<file path="config.mk">
export PLATFORM = sky130hd
export DESIGN_NAME = x_alp_sim_exit_monitor_flat
export DESIGN_NICKNAME = d
export VERILOG_FILES = /design/src/rtl/x_alp_sim_exit_monitor_pkg.sv /design/src/rtl/x_alp_sim_exit_monitor_if.sv /design/src/rtl/x_alp_sim_char_fifo.sv /design/src/rtl/x_alp_sim_exit_monitor.sv /design/src/flat_wrapper.sv
export SDC_FILE = /design/constraint.sdc
export NUM_CORES = 1
export LEC_CHECK = 0
export CAP_MARGIN = 20
export CORE_MARGIN = 1
export CORE_UTILIZATION = 47
export CTS_CLUSTER_SIZE = 8
export DETAILED_ROUTE_END_ITERATION = 6
export GPL_ROUTABILITY_DRIVEN = 0
export MAX_ROUTING_LAYER = met4
export PLACE_DENSITY = 0.77
export SLEW_MARGIN = 10
export SYNTH_ARGS = -nofsm -noshare
export SYNTH_HDL_FRONTEND = slang
export SYNTH_SLANG_ARGS = --single-unit
</file>
<file path="constraint.sdc">
create_clock -name clk_i -period 2.9 [get_ports clk_i]
set_clock_uncertainty 0.2 [all_clocks]
set_input_delay 0.58 -clock clk_i [delete_from_list [all_inputs] [get_ports clk_i]]
set_output_delay 0.58 -clock clk_i [all_outputs]
set_load 0.05 [all_outputs]
</file>
<file path="src/rtl/x_alp_sim_exit_monitor_pkg.sv">
`default_nettype none
// ============================================================================
//  Module   : x_alp_sim_exit_monitor_pkg
//  Purpose  : Shared types and constants for the simulation exit monitor:
//             FSM state encoding, register word offsets, default base
//             address and watchdog exit code, and the STATUS word packer.
//  Revision : 1.0  initial release
// ============================================================================
package x_alp_sim_exit_monitor_pkg;

    typedef enum logic [0:0] {
        RUN  = 1'b0,
        DONE = 1'b1
    } exit_mon_state_e;

    // Word offsets inside the 16-byte window (addr[3:2])
    localparam logic [1:0]  c_word_exit   = 2'd0;
    localparam logic [1:0]  c_word_putc   = 2'd1;
    localparam logic [1:0]  c_word_status = 2'd2;

    localparam logic [31:0] c_exit_mon_base         = 32'h0300_0000;
    localparam logic [31:0] c_exit_mon_timeout_code = 32'h0000_DEAD;

    // STATUS layout: {fifo count, 13'b0, fifo full, finished, exit valid}
    function automatic logic [31:0] status_word(input logic [15:0] count,
                                                input logic        full,
                                                input logic        done,
                                                input logic        exit_valid);
        return {count, 13'd0, full, done, exit_valid};
    endfunction

endpackage
`default_nettype wire

</file>
<file path="src/rtl/x_alp_sim_exit_monitor_if.sv">
`default_nettype none
// ============================================================================
//  Module   : x_alp_sim_exit_monitor_if
//  Purpose  : Bus port (req/gnt/rvalid) plus console character stream
//             (valid/ready) of the simulation exit monitor.
//  Modports : master - bus initiator and character sink (testbench / SoC)
//             slave  - the exit monitor itself
//  Revision : 1.0  initial release
// ============================================================================
interface x_alp_sim_exit_monitor_if #(
    parameter int unsigned ADDR_WIDTH = 32
);
    logic                  req_i;
    logic                  we_i;
    logic [ADDR_WIDTH-1:0] addr_i;
    logic [3:0]            be_i;
    logic [31:0]           wdata_i;
    logic                  gnt_o;
    logic                  rvalid_o;
    logic [31:0]           rdata_o;
    logic                  char_valid_o;
    logic [7:0]            char_data_o;
    logic                  char_ready_i;

    modport master (
        output req_i, we_i, addr_i, be_i, wdata_i, char_ready_i,
        input  gnt_o, rvalid_o, rdata_o, char_valid_o, char_data_o
    );

    modport slave (
        input  req_i, we_i, addr_i, be_i, wdata_i, char_ready_i,
        output gnt_o, rvalid_o, rdata_o, char_valid_o, char_data_o
    );
endinterface
`default_nettype wire

</file>
<file path="src/rtl/x_alp_sim_char_fifo.sv">
`default_nettype none
// ============================================================================
//  Module   : x_alp_sim_char_fifo
//  Purpose  : First-word fall-through FIFO for console characters.
//  Ports    : clk, rst (async, active-high)
//             i_push/i_push_data - write side, ignored when full
//             i_pop              - read side, ignored when empty
//             o_valid/o_head     - head entry, valid while not empty
//             o_full/o_empty/o_count - occupancy
//  Revision : 1.0  initial release
// ============================================================================
module x_alp_sim_char_fifo #(
    parameter int unsigned DEPTH = 16,
    parameter int unsigned WIDTH = 8
) (
    input  wire logic                     clk,
    input  wire logic                     rst,
    input  wire logic                     i_push,
    input  wire logic [WIDTH-1:0]         i_push_data,
    input  wire logic                     i_pop,
    output logic                          o_valid,
    output logic [WIDTH-1:0]              o_head,
    output logic                          o_full,
    output logic                          o_empty,
    output logic [$clog2(DEPTH):0]        o_count
);
    localparam int unsigned c_ptr_w = $clog2(DEPTH);

    logic [WIDTH-1:0]   r_mem [DEPTH];
    logic [c_ptr_w-1:0] r_wr_ptr;
    logic [c_ptr_w-1:0] r_rd_ptr;
    logic [c_ptr_w:0]   r_count;
    logic               w_push;
    logic               w_pop;

    assign o_full  = (r_count == (c_ptr_w + 1)'(DEPTH));
    assign o_empty = (r_count == '0);
    assign o_valid = ~o_empty;
    assign o_head  = r_mem[r_rd_ptr];
    assign o_count = r_count;

    assign w_push = i_push & ~o_full;
    assign w_pop  = i_pop & ~o_empty;

    // Storage needs no reset: entries are only observable once counted
    always_ff @(posedge clk) begin
        if (w_push) begin
            r_mem[r_wr_ptr] <= i_push_data;
        end
    end

    // DEPTH is a power of two, so pointers wrap by natural overflow
    always_ff @(posedge clk or posedge rst) begin
        if (rst) begin
            r_wr_ptr <= '0;
            r_rd_ptr <= '0;
            r_count  <= '0;
        end else begin
            if (w_push) begin
                r_wr_ptr <= r_wr_ptr + c_ptr_w'(1);
            end
            if (w_pop) begin
                r_rd_ptr <= r_rd_ptr + c_ptr_w'(1);
            end
            case ({w_push, w_pop})
                2'b10:   r_count <= r_count + (c_ptr_w + 1)'(1);
                2'b01:   r_count <= r_count - (c_ptr_w + 1)'(1);
                default: r_count <= r_count;
            endcase
        end
    end

endmodule
`default_nettype wire

</file>
<file path="src/rtl/x_alp_sim_exit_monitor.sv">
`default_nettype none
// ============================================================================
//  Module   : x_alp_sim_exit_monitor
//  Purpose  : Simulation bus target that turns software writes into a
//             testharness exit code, buffers console characters and
//             forces an exit when a cycle watchdog expires.
//  Ports    : clk_i, rst_i (async, active-high)
//             bus          - slave side of bus + character stream
//             exit_valid_o - sticky "simulation finished"
//             exit_value_o - exit code (1 until finished)
//  Window   : BASE_ADDR+0 EXIT, +4 PUTC, +8 STATUS, +12 reserved
//  Revision : 1.0  initial release
// ============================================================================
module x_alp_sim_exit_monitor
    import x_alp_sim_exit_monitor_pkg::*;
#(
    parameter int unsigned          ADDR_WIDTH     = 32,
    parameter logic [ADDR_WIDTH-1:0] BASE_ADDR     = ADDR_WIDTH'(c_exit_mon_base),
    parameter int unsigned          FIFO_DEPTH     = 16,
    parameter logic [31:0]          TIMEOUT_CYCLES = 32'd0,
    parameter logic [31:0]          TIMEOUT_CODE   = c_exit_mon_timeout_code
) (
    input  wire logic               clk_i,
    input  wire logic               rst_i,
    x_alp_sim_exit_monitor_if.slave bus,
    output logic                    exit_valid_o,
    output logic [31:0]             exit_value_o
);
    localparam int unsigned c_cnt_w = $clog2(FIFO_DEPTH) + 1;

    exit_mon_state_e    r_state;
    logic               r_exit_valid;
    logic [31:0]        r_exit_value;
    logic [31:0]        r_wd_count;
    logic               r_rvalid;
    logic [31:0]        r_rdata;

    logic               w_hit;
    logic [1:0]         w_word;
    logic               w_is_exit;
    logic               w_is_putc;
    logic               w_is_status;
    logic               w_gnt;
    logic               w_wr;
    logic               w_rd;
    logic               w_push;
    logic               w_pop;
    logic               w_exit_wr;
    logic               w_wd_expire;
    logic [31:0]        w_rdata;
    logic               w_fifo_valid;
    logic [7:0]         w_fifo_head;
    logic               w_fifo_full;
    logic               w_fifo_empty;
    logic [c_cnt_w-1:0] w_fifo_count;
    logic               w_unused_addr_bits;

    // ---------------------------------------------------------------- decode
    assign w_hit       = (bus.addr_i[ADDR_WIDTH-1:4] == BASE_ADDR[ADDR_WIDTH-1:4]);
    assign w_word      = bus.addr_i[3:2];
    assign w_is_exit   = w_hit & (w_word == c_word_exit);
    assign w_is_putc   = w_hit & (w_word == c_word_putc);
    assign w_is_status = w_hit & (w_word == c_word_status);
    assign w_unused_addr_bits = ^bus.addr_i[1:0];

    // Only a PUTC write into a full FIFO stalls; a pop in the same cycle
    // does not help because the full flag is registered state.
    assign w_gnt     = ~rst_i & bus.req_i & ~(bus.we_i & w_is_putc & w_fifo_full);
    assign bus.gnt_o = w_gnt;

    assign w_wr   = w_gnt & bus.we_i;
    assign w_rd   = w_gnt & ~bus.we_i;
    assign w_push = w_wr & w_is_putc & bus.be_i[0];
    assign w_pop  = w_fifo_valid & bus.char_ready_i;

    assign w_exit_wr = w_wr & w_is_exit & (bus.be_i == 4'hF) & bus.wdata_i[0]
                     & (r_state == RUN);

    assign w_wd_expire = (TIMEOUT_CYCLES != 32'd0) && (r_state == RUN)
                      && (r_wd_count == TIMEOUT_CYCLES - 32'd1);

    always_comb begin
        w_rdata = '0;
        if (w_is_status) begin
            w_rdata = status_word(16'(w_fifo_count), w_fifo_full,
                                  (r_state == DONE), r_exit_valid);
        end
    end

    // -------------------------------------------------------- response path
    always_ff @(posedge clk_i or posedge rst_i) begin
        if (rst_i) begin
            r_rvalid <= 1'b0;
            r_rdata  <= '0;
        end else begin
            r_rvalid <= w_gnt;
            r_rdata  <= w_rd ? w_rdata : 32'd0;
        end
    end

    assign bus.rvalid_o = r_rvalid;
    assign bus.rdata_o  = r_rdata;

    // ------------------------------------------------ exit FSM + watchdog
    // A software exit write takes priority over a watchdog expiry in the
    // same cycle so the program's own code is what gets reported.
    always_ff @(posedge clk_i or posedge rst_i) begin
        if (rst_i) begin
            r_state      <= RUN;
            r_exit_valid <= 1'b0;
            r_exit_value <= 32'd1;
            r_wd_count   <= '0;
        end else begin
            case (r_state)
                RUN: begin
                    if (r_wd_count != '1) begin
                        r_wd_count <= r_wd_count + 32'd1;
                    end
                    if (w_exit_wr) begin
                        r_state      <= DONE;
                        r_exit_valid <= 1'b1;
                        r_exit_value <= {1'b0, bus.wdata_i[31:1]};
                    end else if (w_wd_expire) begin
                        r_state      <= DONE;
                        r_exit_valid <= 1'b1;
                        r_exit_value <= TIMEOUT_CODE;
                    end
                end
                DONE: begin
                    r_state <= DONE;
                end
                default: begin
                    r_state <= RUN;
                end
            endcase
        end
    end

    assign exit_valid_o = r_exit_valid;
    assign exit_value_o = r_exit_value;

    // ------------------------------------------------------- console FIFO
    x_alp_sim_char_fifo #(
        .DEPTH (FIFO_DEPTH),
        .WIDTH (8)
    ) u_char_fifo (
        .clk         (clk_i),
        .rst         (rst_i),
        .i_push      (w_push),
        .i_push_data (bus.wdata_i[7:0]),
        .i_pop       (w_pop),
        .o_valid     (w_fifo_valid),
        .o_head      (w_fifo_head),
        .o_full      (w_fifo_full),
        .o_empty     (w_fifo_empty),
        .o_count     (w_fifo_count)
    );

    assign bus.char_valid_o = w_fifo_valid;
    assign bus.char_data_o  = w_fifo_head;

endmodule
`default_nettype wire

</file>
<file path="src/flat_wrapper.sv">
// flat-port wrapper written by rule: the top's interface ports become plain ports
module x_alp_sim_exit_monitor_flat import x_alp_sim_exit_monitor_pkg::*;
#(
    parameter int unsigned          ADDR_WIDTH     = 32,
    parameter logic [ADDR_WIDTH-1:0] BASE_ADDR     = ADDR_WIDTH'(c_exit_mon_base),
    parameter int unsigned          FIFO_DEPTH     = 16,
    parameter logic [31:0]          TIMEOUT_CYCLES = 32'd0,
    parameter logic [31:0]          TIMEOUT_CODE   = c_exit_mon_timeout_code
)
  (clk_i, rst_i, exit_valid_o, exit_value_o, bus_req_i, bus_we_i, bus_addr_i, bus_be_i, bus_wdata_i, bus_char_ready_i, bus_gnt_o, bus_rvalid_o, bus_rdata_o, bus_char_valid_o, bus_char_data_o);
  x_alp_sim_exit_monitor_if #(.ADDR_WIDTH(ADDR_WIDTH)) bus_i ();
  input  wire logic clk_i;
  input  wire logic rst_i;
  output logic exit_valid_o;
  output logic [31:0] exit_value_o;
  input wire logic [$bits(bus_i.req_i)-1:0] bus_req_i;
  input wire logic [$bits(bus_i.we_i)-1:0] bus_we_i;
  input wire logic [$bits(bus_i.addr_i)-1:0] bus_addr_i;
  input wire logic [$bits(bus_i.be_i)-1:0] bus_be_i;
  input wire logic [$bits(bus_i.wdata_i)-1:0] bus_wdata_i;
  input wire logic [$bits(bus_i.char_ready_i)-1:0] bus_char_ready_i;
  output wire logic [$bits(bus_i.gnt_o)-1:0] bus_gnt_o;
  output wire logic [$bits(bus_i.rvalid_o)-1:0] bus_rvalid_o;
  output wire logic [$bits(bus_i.rdata_o)-1:0] bus_rdata_o;
  output wire logic [$bits(bus_i.char_valid_o)-1:0] bus_char_valid_o;
  output wire logic [$bits(bus_i.char_data_o)-1:0] bus_char_data_o;
  assign bus_i.req_i = bus_req_i;
  assign bus_i.we_i = bus_we_i;
  assign bus_i.addr_i = bus_addr_i;
  assign bus_i.be_i = bus_be_i;
  assign bus_i.wdata_i = bus_wdata_i;
  assign bus_i.char_ready_i = bus_char_ready_i;
  assign bus_gnt_o = bus_i.gnt_o;
  assign bus_rvalid_o = bus_i.rvalid_o;
  assign bus_rdata_o = bus_i.rdata_o;
  assign bus_char_valid_o = bus_i.char_valid_o;
  assign bus_char_data_o = bus_i.char_data_o;
  x_alp_sim_exit_monitor #(.ADDR_WIDTH(ADDR_WIDTH), .BASE_ADDR(BASE_ADDR), .FIFO_DEPTH(FIFO_DEPTH), .TIMEOUT_CYCLES(TIMEOUT_CYCLES), .TIMEOUT_CODE(TIMEOUT_CODE)) u_core (.clk_i(clk_i), .rst_i(rst_i), .bus(bus_i), .exit_valid_o(exit_valid_o), .exit_value_o(exit_value_o));
endmodule
</file>
==> flow_summary.html, run 1 <==
<table>
<tr><th>Metric</th><th>Value</th></tr>
<tr><th colspan="2">Flow run</th></tr>
<tr><td>Max-cap viol count</td><td>0</td></tr>
<tr><th colspan="2">Route</th></tr>
<tr><td>Number of nets still failing antenna checks after routing</td><td>0</td></tr>
<tr><td>Final Routed Wirelength</td><td>between 15000 and 20000 um</td></tr>
<tr><td>Detailed Routing Iterations Pass 1</td><td>4</td></tr>
<tr><td>Total via count in the routed design</td><td>between 4000 and 5000</td></tr>
<tr><td>First DRT Iteration DRCs</td><td>375</td></tr>
<tr><td>Post-DR wirelength/cell</td><td>20.37 um</td></tr>
<tr><td>DRC errors left</td><td>0</td></tr>
<tr><td>Vias per std cell</td><td>between 5 and 6</td></tr>
<tr><th colspan="2">Power</th></tr>
<tr><td>Sw Ratio</td><td>0.3046</td></tr>
<tr><td>Power per Cell Area</td><td>744.7 nW/um^2</td></tr>
<tr><td>Sequential group share of total power</td><td>0.390</td></tr>
<tr><td>VDD IR-drop max</td><td>between 0.0004 and 0.0005 V</td></tr>
<tr><td>Internal power of the cells</td><td>approximately 5300 uW</td></tr>
<tr><td>Share of power burned in combinational logic</td><td>0.317</td></tr>
<tr><td>Switching power summed over all nets</td><td>between 2000 and 2500 uW</td></tr>
<tr><td>Static power due to leakage</td><td>0.003907 uW</td></tr>
<tr><td>Relative contribution of the clock network to total power</td><td>0.293</td></tr>
<tr><th colspan="2">Synth</th></tr>
<tr><td>Unique cell type count in the Yosys netlist</td><td>40</td></tr>
<tr><td>Leading cell types by total area after synthesis</td><td>sky130_fd_sc_hd__edfxtp_1 51%, sky130_fd_sc_hd__dfrtp_1 18%, sky130_fd_sc_hd__mux4_2 12%</td></tr>
<tr><td>Flip-flop and latch count after synthesis</td><td>~180</td></tr>
<tr><td>Mean Syn Cell Area</td><td>18.37 sq um</td></tr>
<tr><td>Fraction of post-synthesis cell area in the top cell type by area</td><td>0.5115</td></tr>
<tr><td>Area leader, netlist</td><td>sky130_fd_sc_hd__edfxtp_1</td></tr>
<tr><td>Gate count after technology mapping</td><td>~410</td></tr>
<tr><td>Mapped cell area</td><td>around 7500 sq um</td></tr>
<tr><td>Share of synthesized area occupied by flip-flops and latches</td><td>0.6948</td></tr>
<tr><td>Number of warning messages in the yosys log</td><td>0</td></tr>
<tr><th colspan="2">Run status</th></tr>
<tr><td>Failing checks</td><td>setup timing</td></tr>
<tr><td>Run status</td><td>finished with violations</td></tr>
<tr><th colspan="2">Floorplanning</th></tr>
<tr><td>Core Area</td><td>between 15000 and 20000 sq um</td></tr>
<tr><td>Number of ports placed on the die boundary</td><td>149</td></tr>
<tr><td>Initial Utilization</td><td>0.4871</td></tr>
<tr><td>Die area</td><td>approximately 16000 sq um</td></tr>
<tr><td>Overall die width</td><td>128.4 um</td></tr>
<tr><td>DIE HEIGHT</td><td>around 130 um</td></tr>
<tr><td>Number of rows created at floorplan</td><td>45</td></tr>
<tr><th colspan="2">STA</th></tr>
<tr><td>Maximum clock frequency</td><td>between 300 and 400 MHz</td></tr>
<tr><td>Final clock period utilization by the worst path</td><td>1.060</td></tr>
<tr><td>Setup repair after global routing missed its margin</td><td>yes</td></tr>
<tr><td>Number of endpoints failing setup at the final stage</td><td>8</td></tr>
<tr><td>Final hold violations</td><td>0</td></tr>
<tr><td>Post-route worst hold slack</td><td>between 200 and 300 ps</td></tr>
<tr><td>Accumulated negative setup slack</td><td>-1196 ps</td></tr>
<tr><td>Setup WS post-layout</td><td>-174.9 ps</td></tr>
<tr><td>Least-Margin Pin Slew</td><td>roughly 720 ps</td></tr>
<tr><td>Slew headroom</td><td>0.5190</td></tr>
<tr><td>Final critical path time including I/O delays and setup</td><td>around 3000 ps</td></tr>
<tr><td>Final Max Tran Viols</td><td>0</td></tr>
<tr><th colspan="2">Placed design</th></tr>
<tr><td>Number of port buffers</td><td>~120</td></tr>
<tr><td>Instance count after placement with tap cells included</td><td>slightly below 800</td></tr>
<tr><td>Placed Area</td><td>approximately 9400 sq um</td></tr>
<tr><td>Worst-case setup slack after placement</td><td>-398.8 ps</td></tr>
<tr><td>Detailed Place HPWL</td><td>between 10000 and 15000 um</td></tr>
<tr><th colspan="2">Cells and area</th></tr>
<tr><td>Final standard cell area without fillers</td><td>10180 sq um</td></tr>
<tr><td>Number of antenna diodes</td><td>0</td></tr>
<tr><td>Number of cells in the finished layout apart from fillers</td><td>around 800</td></tr>
<tr><td>Fraction of layout instances using a drive strength above 1</td><td>0.3188</td></tr>
<tr><td>Fill count</td><td>between 1000 and 1500</td></tr>
<tr><td>Sequential standard cell area</td><td>5223 sq um</td></tr>
<tr><td>Area overhead of the layout relative to synthesis</td><td>35.41%</td></tr>
<tr><td>Area of the multi-input gates</td><td>2227 sq um</td></tr>
<tr><td>Final net count</td><td>664</td></tr>
<tr><th colspan="2">Worst setup path</th></tr>
<tr><td>Critical path class</td><td>register to output pin</td></tr>
<tr><td>Maximum fanout encountered on the critical timing path</td><td>16</td></tr>
<tr><td>Worst endpoint data arrival time</td><td>2290 ps</td></tr>
<tr><td>Data required, critical path</td><td>around 2100 ps</td></tr>
<tr><td>CP Launch Type</td><td>register</td></tr>
<tr><td>Crit path capture type</td><td>output pin</td></tr>
<tr><th colspan="2">CTS</th></tr>
<tr><td>CTS buffer count</td><td>17</td></tr>
<tr><td>Clock tree from TritonCTS</td><td>yes</td></tr>
<tr><td>Clk Tree Root Cell</td><td>sky130_fd_sc_hd__clkbuf_16</td></tr>
<tr><td>Clock Pin Slew Worst Setup and Hold Paths</td><td>around 60 ps</td></tr>
<tr><td>Clk_lat worst skew</td><td>roughly 420 ps</td></tr>
<tr><td>Maximum buffer depth of the clock tree</td><td>2</td></tr>
<tr><td>Hold buffer count at CTS</td><td>0</td></tr>
<tr><td># H-tree levels</td><td>4</td></tr>
<tr><td>Sinks on the clock net</td><td>around 180</td></tr>
<tr><th colspan="2">GRT</th></tr>
<tr><td>Total routing usage reported by global routing</td><td>0.2179</td></tr>
<tr><td>Number of global-route vias before repair</td><td>around 4500</td></tr>
<tr><td>Initial antenna violation count</td><td>0</td></tr>
<tr><td>Overall overflow remaining after global route</td><td>0</td></tr>
<tr><td>Pin count of the biggest net entering global routing</td><td>56</td></tr>
<tr><td>Global-route wire length before repair</td><td>25180 um</td></tr>
<tr><th colspan="2">Min path</th></tr>
<tr><td>Type of the worst min-delay path</td><td>register to register</td></tr>
</table>
==> cell usage in the layout (no fill, tap or decap), drive strengths merged, types with 3 or more instances in the layout <==
cell type / instances
edfxtp: 128
clkdlybuf4s50: 103
buf: 62
dfrtp: 54
mux4: 40
mux2: 34
conb: 25
clkbuf: 23
and3: 12
and2: 11
inv: 10
nor4: 10
dlymetal6s2s: 8
xor2: 8
ha: 8
nand2: 6
xnor2: 5
nor2: 5
nor3: 5
nand4: 4
a21oi: 4
clkinv: 4
nor2b: 3
nor4b: 3
==> cell usage after synthesis <==
cell type                    n
sky130_fd_sc_hd__edfxtp_1  128
sky130_fd_sc_hd__dfrtp_1    54
sky130_fd_sc_hd__mux4_2     40
sky130_fd_sc_hd__mux2_2     33
sky130_fd_sc_hd__buf_4      28
sky130_fd_sc_hd__and3_1     12
sky130_fd_sc_hd__and2_1     11
sky130_fd_sc_hd__nor4_1     10
sky130_fd_sc_hd__clkbuf_1    9
sky130_fd_sc_hd__ha_1        8
sky130_fd_sc_hd__inv_1       8
sky130_fd_sc_hd__xor2_1      8
sky130_fd_sc_hd__nand2_1     6
sky130_fd_sc_hd__nor2_1      5
sky130_fd_sc_hd__xnor2_1     5
sky130_fd_sc_hd__a21oi_1     4
sky130_fd_sc_hd__buf_2       4
sky130_fd_sc_hd__nand4_1     4
sky130_fd_sc_hd__nor3_1      4
sky130_fd_sc_hd__nor2b_1     3
sky130_fd_sc_hd__nor4b_1     3
sky130_fd_sc_hd__buf_1       2
sky130_fd_sc_hd__nand3_1     2
sky130_fd_sc_hd__or4_1       2
sky130_fd_sc_hd__a211o_1     1
sky130_fd_sc_hd__a21boi_1    1
sky130_fd_sc_hd__a21o_1      1
sky130_fd_sc_hd__a222oi_1    1
sky130_fd_sc_hd__a31o_2      1
sky130_fd_sc_hd__and4b_1     1
sky130_fd_sc_hd__conb_1      1
sky130_fd_sc_hd__dfstp_2     1
sky130_fd_sc_hd__mux2_1      1
sky130_fd_sc_hd__nand4b_1    1
sky130_fd_sc_hd__nor3_2      1
sky130_fd_sc_hd__o211ai_1    1
sky130_fd_sc_hd__o21ai_0     1
sky130_fd_sc_hd__o31ai_1     1
sky130_fd_sc_hd__or2_2       1
sky130_fd_sc_hd__or4b_1      1
==> cell families after synthesis <==
family | share of synthesized area
xor+xnor | 0.01515
simple gates | 0.05428
other cells | 0.0004990
fa+ha+maj | 0.01332
mux | 0.1708
flops | 0.6948
compound gates | 0.01099
buf+inv | 0.04013
==> per-layer routing <==
metal / global-route usage / part of all wire / wire length, um
met1: 0.2695 / 0.38 / 6168
met2: 0.3590 / 0.54 / 8828
met3: 0.04865 / 0.075 / 1239
met4: 0.06851 / 0.012 / 203
met5: - / 0 / 0
==> worst max-delay path, stage by stage, from the launching register on <==
cell                      delay (ps)
sky130_fd_sc_hd__dfrtp_2         440
sky130_fd_sc_hd__buf_12          200
sky130_fd_sc_hd__mux4_2          530
sky130_fd_sc_hd__mux4_2          520
sky130_fd_sc_hd__buf_6           180
==> power groups by stage <==
stage	registers, uW	clock network, uW	logic, uW
CTS	2950	2240	2380
floorplan	2960	0	1650
detailed placement	3010	0	2250
finish	2960	2220	2400
global placement	3000	0	2210
global route	2960	2350	2540
==> registers in the layout, indices dropped and copies added (netlist names), 4 cells and up <==
register	flops
u_core.bus.rdata_o	8
u_core.exit_value_o	31
u_core.u_char_fifo.o_count	5
u_core.u_char_fifo.r_mem	128
u_core.u_char_fifo.r_rd_ptr	4
u_core.u_char_fifo.r_wr_ptr	4
==> cell type report <==
| cell class | instances | share of cell area |
|---|---|---|
| Multi-Input combinational cell | 199 | 0.2189 |
| Clock inverter | 9 | 0.008976 |
| Sequential cell | 183 | 0.5132 |
| Inverter | 8 | 0.003320 |
| Tap cell | 211 | 0.02594 |
| Clock buffer | 23 | 0.04697 |
| Timing Repair Buffer | 174 | 0.1827 |
==> per-stage QoR <==
step | total power (uW) | utilization
2_1_floorplan | 4616 | -
3_3_place_gp | 5214 | 0.6118
3_5_place_dp | 5262 | 0.6118
4_1_cts | 7572 | 0.6538
5_1_grt | 7858 | 0.6596
6_report | 7579 | 0.6596
==> final timing paths <==
kind                                                startpoint                        endpoint  slack, ps  cells after the start
worst max-delay path            u_core.u_char_fifo.r_rd_ptr[0]              bus_char_data_o[4]       -170                      4
worst min-delay path                            u_core.r_state                  u_core.r_state        300                      1
worst max register to register   u_core.u_char_fifo.o_count[2]   u_core.u_char_fifo.o_count[4]         20                     11
worst min register to register                  u_core.r_state                  u_core.r_state        300                      1
max in group asynchronous                                rst_i  u_core.u_char_fifo.r_rd_ptr[0]       1350                      4
min in group asynchronous                                rst_i             u_core.bus.rvalid_o        640                      4
==> repair_timing <==
| item | 4_1_cts | 5_1_grt |
|---|---|---|
| endpoints found under the setup margin | 10 | 12 |
| setup buffers | 3 | 1 |
| pin swaps | 1 | 15 |
| gates cloned | 0 | 0 |
| resized for setup | 15 | 19 |
No activity file was read; power rests on OpenSTA's default activity.
==> inputs of run 2 (changes only) <==
Settings changed: SETUP_SLACK_MARGIN set to 0.05.
==> run 2 against run 1 <==
Against the previous run: the flow still finishes with violations (setup timing); power fell by 0.22%; combinational power is 7% higher; routed wire length grew 0.50%; critical path type unchanged; largest power group unchanged.
==> flow_summary.html, run 2 (synthesis gave the netlist of run 1 again) <==
<table>
<tr><th>Metric</th><th>Value</th></tr>
<tr><th colspan="2">Run status</th></tr>
<tr><td>Run status</td><td>finished with violations (unchanged)</td></tr>
<tr><td>Failing checks</td><td>setup timing (unchanged)</td></tr>
<tr><th colspan="2">Floorplanning</th></tr>
<tr><td>Number of rows created at floorplan</td><td>45 (unchanged)</td></tr>
<tr><td>Die area</td><td>16500 sq um (unchanged)</td></tr>
<tr><td>Initial Utilization</td><td>0.4871 (unchanged)</td></tr>
<tr><td>DIE HEIGHT</td><td>128.4 um (unchanged)</td></tr>
<tr><td>Overall die width</td><td>128.4 um (unchanged)</td></tr>
<tr><td>Number of ports placed on the die boundary</td><td>149 (unchanged)</td></tr>
<tr><td>Core Area</td><td>15430 sq um (unchanged)</td></tr>
<tr><th colspan="2">CTS</th></tr>
<tr><td>Clock Pin Slew Worst Setup and Hold Paths</td><td>70 ps (was 60 ps)</td></tr>
<tr><td>CTS buffer count</td><td>17 (unchanged)</td></tr>
<tr><td>Clk Tree Root Cell</td><td>sky130_fd_sc_hd__clkbuf_16 (unchanged)</td></tr>
<tr><td>Maximum buffer depth of the clock tree</td><td>2 (unchanged)</td></tr>
<tr><td>Hold buffer count at CTS</td><td>0 (unchanged)</td></tr>
<tr><td># H-tree levels</td><td>4 (unchanged)</td></tr>
<tr><td>Sinks on the clock net</td><td>183 (unchanged)</td></tr>
<tr><td>Clock tree from TritonCTS</td><td>yes (unchanged)</td></tr>
<tr><td>Clk_lat worst skew</td><td>430 ps (was 420 ps)</td></tr>
<tr><th colspan="2">STA</th></tr>
<tr><td>Final critical path time including I/O delays and setup</td><td>3108 ps (was 3075 ps)</td></tr>
<tr><td>Setup WS post-layout</td><td>-207.6 ps (was -174.9 ps)</td></tr>
<tr><td>Final clock period utilization by the worst path</td><td>1.072 (was 1.060)</td></tr>
<tr><td>Number of endpoints failing setup at the final stage</td><td>8 (unchanged)</td></tr>
<tr><td>Maximum clock frequency</td><td>321.8 MHz (was 325.2 MHz)</td></tr>
<tr><td>Final Max Tran Viols</td><td>0 (unchanged)</td></tr>
<tr><td>Least-Margin Pin Slew</td><td>745.9 ps (was 719.2 ps)</td></tr>
<tr><td>Slew headroom</td><td>0.5011 (was 0.5190)</td></tr>
<tr><td>Accumulated negative setup slack</td><td>-1385 ps (was -1196 ps)</td></tr>
<tr><td>Setup repair after global routing missed its margin</td><td>yes (unchanged)</td></tr>
<tr><td>Final hold violations</td><td>0 (unchanged)</td></tr>
<tr><th colspan="2">Placed design</th></tr>
<tr><td>Detailed Place HPWL</td><td>10580 um (was 10820 um)</td></tr>
<tr><td>Number of port buffers</td><td>121 (unchanged)</td></tr>
<tr><td>Instance count after placement with tap cells included</td><td>768 (was 771)</td></tr>
<tr><td>Worst-case setup slack after placement</td><td>-390.1 ps (was -398.8 ps)</td></tr>
<tr><th colspan="2">Worst setup path</th></tr>
<tr><td>Worst Path Buf+Inv</td><td>3 (was 2)</td></tr>
<tr><td>CP Launch Type</td><td>register (unchanged)</td></tr>
<tr><td>Crit path max-delay cell type</td><td>sky130_fd_sc_hd__mux4_2 (unchanged)</td></tr>
<tr><td>Crit path capture type</td><td>output pin (unchanged)</td></tr>
<tr><td>Data required, critical path</td><td>2120 ps (about the same)</td></tr>
<tr><td>Maximum fanout encountered on the critical timing path</td><td>8 (was 16)</td></tr>
<tr><td>Crit path max-delay family</td><td>multiplexers (unchanged)</td></tr>
<tr><td>Critical path class</td><td>register to output pin (unchanged)</td></tr>
<tr><td>Cells along the critical path</td><td>buf_12 &gt; buf_12 &gt; mux4_2 &gt; mux4_2 &gt; buf_6 (was buf_12 &gt; mux4_2 &gt; mux4_2 &gt; buf_6)</td></tr>
<tr><td>Worst endpoint data arrival time</td><td>2330 ps (was 2290 ps)</td></tr>
<tr><td>Crit-path max cell delay</td><td>530 ps (about the same)</td></tr>
<tr><th colspan="2">GRT</th></tr>
<tr><td>Pin count of the biggest net entering global routing</td><td>56 (unchanged)</td></tr>
<tr><td>Overall overflow remaining after global route</td><td>0 (unchanged)</td></tr>
<tr><td>Number of global-route vias before repair</td><td>4386 (was 4495)</td></tr>
<tr><td>Total routing usage reported by global routing</td><td>0.2108 (was 0.2179)</td></tr>
<tr><td>Initial antenna violation count</td><td>0 (unchanged)</td></tr>
<tr><td>Global-route wire length before repair</td><td>23980 um (was 25180 um)</td></tr>
<tr><th colspan="2">Route</th></tr>
<tr><td>First DRT Iteration DRCs</td><td>360 (was 375)</td></tr>
<tr><td>Vias per std cell</td><td>5.310 (was 5.338)</td></tr>
<tr><td>DRC errors left</td><td>0 (unchanged)</td></tr>
<tr><td>Detailed Routing Iterations Pass 1</td><td>4 (unchanged)</td></tr>
<tr><td>Total via count in the routed design</td><td>4312 (was 4308)</td></tr>
<tr><td>Post-DR wirelength/cell</td><td>20.35 um (was 20.37 um)</td></tr>
<tr><td>Number of nets still failing antenna checks after routing</td><td>0 (unchanged)</td></tr>
<tr><td>Final Routed Wirelength</td><td>16520 um (was 16440 um)</td></tr>
<tr><th colspan="2">Power</th></tr>
<tr><td>Switching power summed over all nets</td><td>2339 uW (was 2308 uW)</td></tr>
<tr><td>Share of power burned in combinational logic</td><td>0.339 (was 0.317)</td></tr>
<tr><td>Internal power of the cells</td><td>5223 uW (was 5270 uW)</td></tr>
<tr><td>Sequential group share of total power</td><td>0.391 (was 0.390)</td></tr>
<tr><td>Power per Cell Area</td><td>737.0 nW/um^2 (was 744.7 nW/um^2)</td></tr>
<tr><td>Overall Power</td><td>7562 uW (was 7579 uW)</td></tr>
<tr><td>Static power due to leakage</td><td>0.004093 uW (was 0.003907 uW)</td></tr>
<tr><td>VDD IR-drop max</td><td>0.0005251 V (was 0.0004867 V)</td></tr>
<tr><td>Relative contribution of the clock network to total power</td><td>0.269 (was 0.293)</td></tr>
<tr><td>Sw Ratio</td><td>0.3093 (was 0.3046)</td></tr>
<tr><th colspan="2">Cells and area</th></tr>
<tr><td>Sequential standard cell area</td><td>5223 sq um (unchanged)</td></tr>
<tr><td>Max FFs per register</td><td>128 (unchanged)</td></tr>
<tr><td>Highest-count cells in the layout ignoring fill and taps</td><td>128 x sky130_fd_sc_hd__edfxtp_1, 85 x sky130_fd_sc_hd__clkdlybuf4s50_1, 53 x sky130_fd_sc_hd__dfrtp_1, 40 x sky130_fd_sc_hd__mux4_2, 35 x sky130_fd_sc_hd__buf_4 (was 128 x sky130_fd_sc_hd__edfxtp_1, 103 x sky130_fd_sc_hd__clkdlybuf4s50_1, 53 x sky130_fd_sc_hd__dfrtp_1, 40 x sky130_fd_sc_hd__mux4_2, 34 x sky130_fd_sc_hd__buf_4)</td></tr>
<tr><td>Number of cells in the finished layout apart from fillers</td><td>812 (was 807)</td></tr>
<tr><td>Area overhead of the layout relative to synthesis</td><td>36.55% (was 35.41%)</td></tr>
<tr><td>Area of the multi-input gates</td><td>2218 sq um (was 2227 sq um)</td></tr>
<tr><td>Final net count</td><td>669 (was 664)</td></tr>
<tr><td>Fill count</td><td>1037 (unchanged)</td></tr>
<tr><td>Fraction of layout instances using a drive strength above 1</td><td>0.3145 (was 0.3188)</td></tr>
<tr><td>Largest register by flop count</td><td>u_core.u_char_fifo.r_mem (unchanged)</td></tr>
<tr><td>Most frequent standard cell in the layout excluding fill and tap cells</td><td>sky130_fd_sc_hd__edfxtp_1 (unchanged)</td></tr>
<tr><td>Number of antenna diodes</td><td>0 (unchanged)</td></tr>
<tr><th colspan="2">Flow run</th></tr>
<tr><td>Max-cap viol count</td><td>0 (unchanged)</td></tr>
<tr><th colspan="2">Min path</th></tr>
<tr><td>Type of the worst min-delay path</td><td>register to register (unchanged)</td></tr>
</table>
run 2: changes by cell type in the layout (fill, tap and decap cells not counted), sizes merged:
cell / previous run / this run
buf: 62 / 64
bufinv: 1 / 0
clkdlybuf4s50: 103 / 85
clkinv: 4 / 6
clkinvlp: 2 / 5
dlymetal6s2s: 8 / 26
inv: 10 / 9
run 2: path summary, 6_finish.rpt:
check                                               start  slack [ps]  depth (start not counted)                        endpoint
setup / recovery           u_core.u_char_fifo.r_rd_ptr[0]        -210                          5              bus_char_data_o[3]
hold / removal                     u_core.exit_value_o[5]         310                          1          u_core.exit_value_o[5]
setup reg to reg            u_core.u_char_fifo.o_count[1]          50                         12   u_core.u_char_fifo.o_count[4]
hold reg to reg                    u_core.exit_value_o[5]         310                          1          u_core.exit_value_o[5]
max in group asynchronous                           rst_i        1670                          4  u_core.u_char_fifo.r_rd_ptr[0]
min in group asynchronous                           rst_i         340                          4             u_core.bus.rvalid_o
run 2: per-layer routing:
layer,GRT usage,wire [um],vias up
li1,-,-,1901
met1,0.2546,6523,2229
met2,0.3440,8824,165
met3,0.06445,934,17
met4,0.05952,240,0
met5,-,0,-
run 2: worst reg2reg max path, cell delays in order (launching register included):
cell and delay, ps:
sky130_fd_sc_hd__dfrtp_1 400, sky130_fd_sc_hd__or4_4 530, sky130_fd_sc_hd__o211ai_1 200, sky130_fd_sc_hd__buf_4 160, sky130_fd_sc_hd__nor3_4 40, sky130_fd_sc_hd__inv_2 70
sky130_fd_sc_hd__buf_4 110, sky130_fd_sc_hd__ha_1 230, sky130_fd_sc_hd__buf_4 180, sky130_fd_sc_hd__o31ai_1 70, sky130_fd_sc_hd__a222oi_1 280, sky130_fd_sc_hd__nor3_2 110
sky130_fd_sc_hd__xnor2_1 140
run 2: per-stage QoR:
step / hold WS, ps / utilization / cell area (sq um)
global route: 321.8 / 0.6651 / 10260
finish: 307.2 / 0.6651 / 10260
floorplan: 251.1 / - / 7704
detailed placement: 295.0 / 0.6106 / 9420
global placement: 272.2 / 0.6106 / 9420
CTS: 304.3 / 0.6496 / 10020
run 2: final cells by class:
cell class / count / area share
sequential: 183 / 0.5090
multi-input combinational: 199 / 0.2162
timing repair buffer: 179 / 0.1956
clock buffer: 20 / 0.04256
tap: 211 / 0.02573
clock inverter: 12 / 0.007682
inverter: 8 / 0.003292
run 2: power by group through the flow:
| stage | clock network [uW] | logic [uW] | registers [uW] |
|---|---|---|---|
| after global routing | 2170 | 2700 | 2960 |
| after CTS | 2070 | 2370 | 2960 |
| after detailed placement | 0 | 2260 | 3010 |
| after global placement | 0 | 2220 | 3010 |
| final | 2040 | 2570 | 2960 |
| after floorplan | 0 | 1660 | 2960 |
run 2: repair_timing:
| item | CTS | global route |
|---|---|---|
| setup endpoints to repair | 10 | 13 |
| gates cloned | 0 | 3 |
| setup buffers | 3 | 6 |
| resized for setup | 16 | 34 |
| pin swaps | 4 | 16 |
==> inputs of run 3 (changes only) <==
Settings changed: CAP_MARGIN 20 to 0.
==> results of run 3 <==
Final layout, timing and power as in run 2 (identical DEF).
==> RTL change, RTL diff (flow settings as in run 2) <==
`ADDR_WIDTH` is set to 32 in 3 places; all go to 48.
--- a/src/rtl/x_alp_sim_exit_monitor_if.sv
+++ b/src/rtl/x_alp_sim_exit_monitor_if.sv
@@ -8,7 +8,7 @@
 //  Revision : 1.0  initial release
 // ============================================================================
 interface x_alp_sim_exit_monitor_if #(
-    parameter int unsigned ADDR_WIDTH = 32
+    parameter int unsigned ADDR_WIDTH = 48
 );
     logic                  req_i;
     logic                  we_i;
--- a/src/rtl/x_alp_sim_exit_monitor.sv
+++ b/src/rtl/x_alp_sim_exit_monitor.sv
@@ -14,7 +14,7 @@
 module x_alp_sim_exit_monitor
     import x_alp_sim_exit_monitor_pkg::*;
 #(
-    parameter int unsigned          ADDR_WIDTH     = 32,
+    parameter int unsigned          ADDR_WIDTH     = 48,
     parameter logic [ADDR_WIDTH-1:0] BASE_ADDR     = ADDR_WIDTH'(c_exit_mon_base),
     parameter int unsigned          FIFO_DEPTH     = 16,
     parameter logic [31:0]          TIMEOUT_CYCLES = 32'd0,
--- a/src/flat_wrapper.sv
+++ b/src/flat_wrapper.sv
@@ -1,7 +1,7 @@
 // flat-port wrapper written by rule: the top's interface ports become plain ports
 module x_alp_sim_exit_monitor_flat import x_alp_sim_exit_monitor_pkg::*;
 #(
-    parameter int unsigned          ADDR_WIDTH     = 32,
+    parameter int unsigned          ADDR_WIDTH     = 48,
     parameter logic [ADDR_WIDTH-1:0] BASE_ADDR     = ADDR_WIDTH'(c_exit_mon_base),
     parameter int unsigned          FIFO_DEPTH     = 16,
     parameter logic [31:0]          TIMEOUT_CYCLES = 32'd0,
Interface: changed (resized bus_addr_i); port bits go from 149 to 165. No check against the original RTL was run, so the function may have changed too.
==> RTL change against run 2 <==
The run still ends with setup timing left. Design area is 3.3% higher. Sequential share of layout area is 1.6 points lower. Sequential cell count stayed put. Wire length is 4.1% higher. Critical endpoint unchanged. Worst setup slack better by 10 ps. Utilization hardly changed. Area after synthesis is 2.4% higher. Non-clock buffer count is 29 higher.
Power is not compared: it rests on default switching activity, and its combinational part moved more than twofold at a synthesized area within 25%.
==> RTL change: results (changes against run 2) <==
{| class="wikitable"
! Metric !! Value
|-
| Outcome || finished with violations
|-
| Violated checks || setup timing
|-
| Fraction of synthesized cell area in xor and xnor cells || 1.37% (-0.15 points)
|-
| Nonclk buf count || 208 (+16%)
|-
| Global-route wire length before repair || 26000 microns (+8.5%)
|-
| Via count of the first global-routing pass || 4727 (+7.8%)
|-
| Sequential cell area fraction in the yosys report || 67.8% (-1.7 points)
|-
| Number of library cell types mapped by synthesis || 44 (+10%)
|-
| Port bufs || 137 (+13%)
|-
| Global Route met2 Usage || 38.0% (+3.6 points)
|-
| Worst setup slack for register-to-register paths || 220 ps (+170 ps)
|-
| Setup slack after placement || -578 ps (-188 ps)
|-
| Startpoint of the worst hold path || u_core.exit_valid_o
|-
| Count of multi-input gates || 204 (+2.5%)
|-
| Count of filler cells inserted in the layout || 1068 (+3.0%)
|-
| Reg2Reg Depth || 11 (-1)
|-
| Met3 wire len || 990 microns (+6.0%)
|-
| Met1 layer wirelength in the final routing || 6540 microns (+0.23%)
|-
| Leading cell types by total area after synthesis || sky130_fd_sc_hd__edfxtp_1, sky130_fd_sc_hd__dfrtp_1, sky130_fd_sc_hd__mux4_2
|-
| Initial Util || 48.3% (-0.42 points)
|-
| WL final || 17200 microns (+4.1%)
|-
| Data buffer area share || 19.5% (-0.021 points)
|-
| Biggest fanout along the worst timing path || 5 (-3)
|-
| Critical path's largest stage delay || 510 ps (-20 ps)
|-
| Multi-input gate share of the layout cell area || 22.5% (+0.90 points)
|-
| Final-report setup violation count || 8 (unchanged)
|-
| Routing usage on met1 || 26.1% (+0.60 points)
|-
| Synth Area in Adders || 1.46% (+0.13 points)
|-
| Clk tree area frac || 5.90% (+0.88 points)
|-
| Met3 global-route usage || 5.78% (-0.66 points)
|-
| Compound-gate portion of the synthesized area || 1.19% (+0.088 points)
|-
| Slack of the critical path || -197 ps (+10.3 ps)
|}
[RTL change: through the flow]
stage	setup TNS, ps	std cells	hold slack (ps)	cell area (sq um)
after global placement	-8300	793	256	9710
final	-1450	848	296	10600
after detailed placement	-20690	793	283	9710
after floorplan	-481	437	242	7880
after CTS	-1390	844	301	10500
after global routing	-1870	848	316	10600
[RTL change: critical path: cells and delay by family, from the launching register on]
family	cells	cell delay [ps]
mux	2	1020
buf+inv	3	460
flops	1	410
[RTL change: kinds of logic after synthesis]
family / after synthesis
mux: 73
xor+xnor: 12
buf+inv: 50
flops: 183
other cells: 1
compound gates: 14
simple gates: 71
fa+ha+maj: 9
[RTL change: power groups by stage]
stage | registers (uW) | logic, uW | clock network [uW]
2_1_floorplan | 2860 | 120 | 0
4_1_cts | 2800 | 253 | 2450
3_5_place_dp | 2860 | 267 | 0
5_1_grt | 2800 | 266 | 2560
3_3_place_gp | 2860 | 259 | 0
6_report | 2800 | 252 | 2430
[RTL change: what timing repair did]
action                                  CTS  global route
gates cloned                              1             1
gates resized for setup                  65            15
pin swaps                                23            16
endpoints found under the setup margin   12            12
setup buffers                            18             3
[RTL change: how the worst max path moves through the flow]
stage	from	to	slack (ps)
floorplan	bus_addr_i[6]	u_core.u_char_fifo.o_count[4]	-280
global placement	bus_addr_i[5]	u_core.u_char_fifo.o_count[4]	-480
detailed placement	bus_addr_i[13]	u_core.u_char_fifo.o_count[4]	-580
CTS	u_core.u_char_fifo.r_rd_ptr[0]	bus_char_data_o[0]	-190
global route	u_core.u_char_fifo.r_rd_ptr[0]	bus_char_data_o[2]	-250
finish	u_core.u_char_fifo.r_rd_ptr[0]	bus_char_data_o[3]	-200
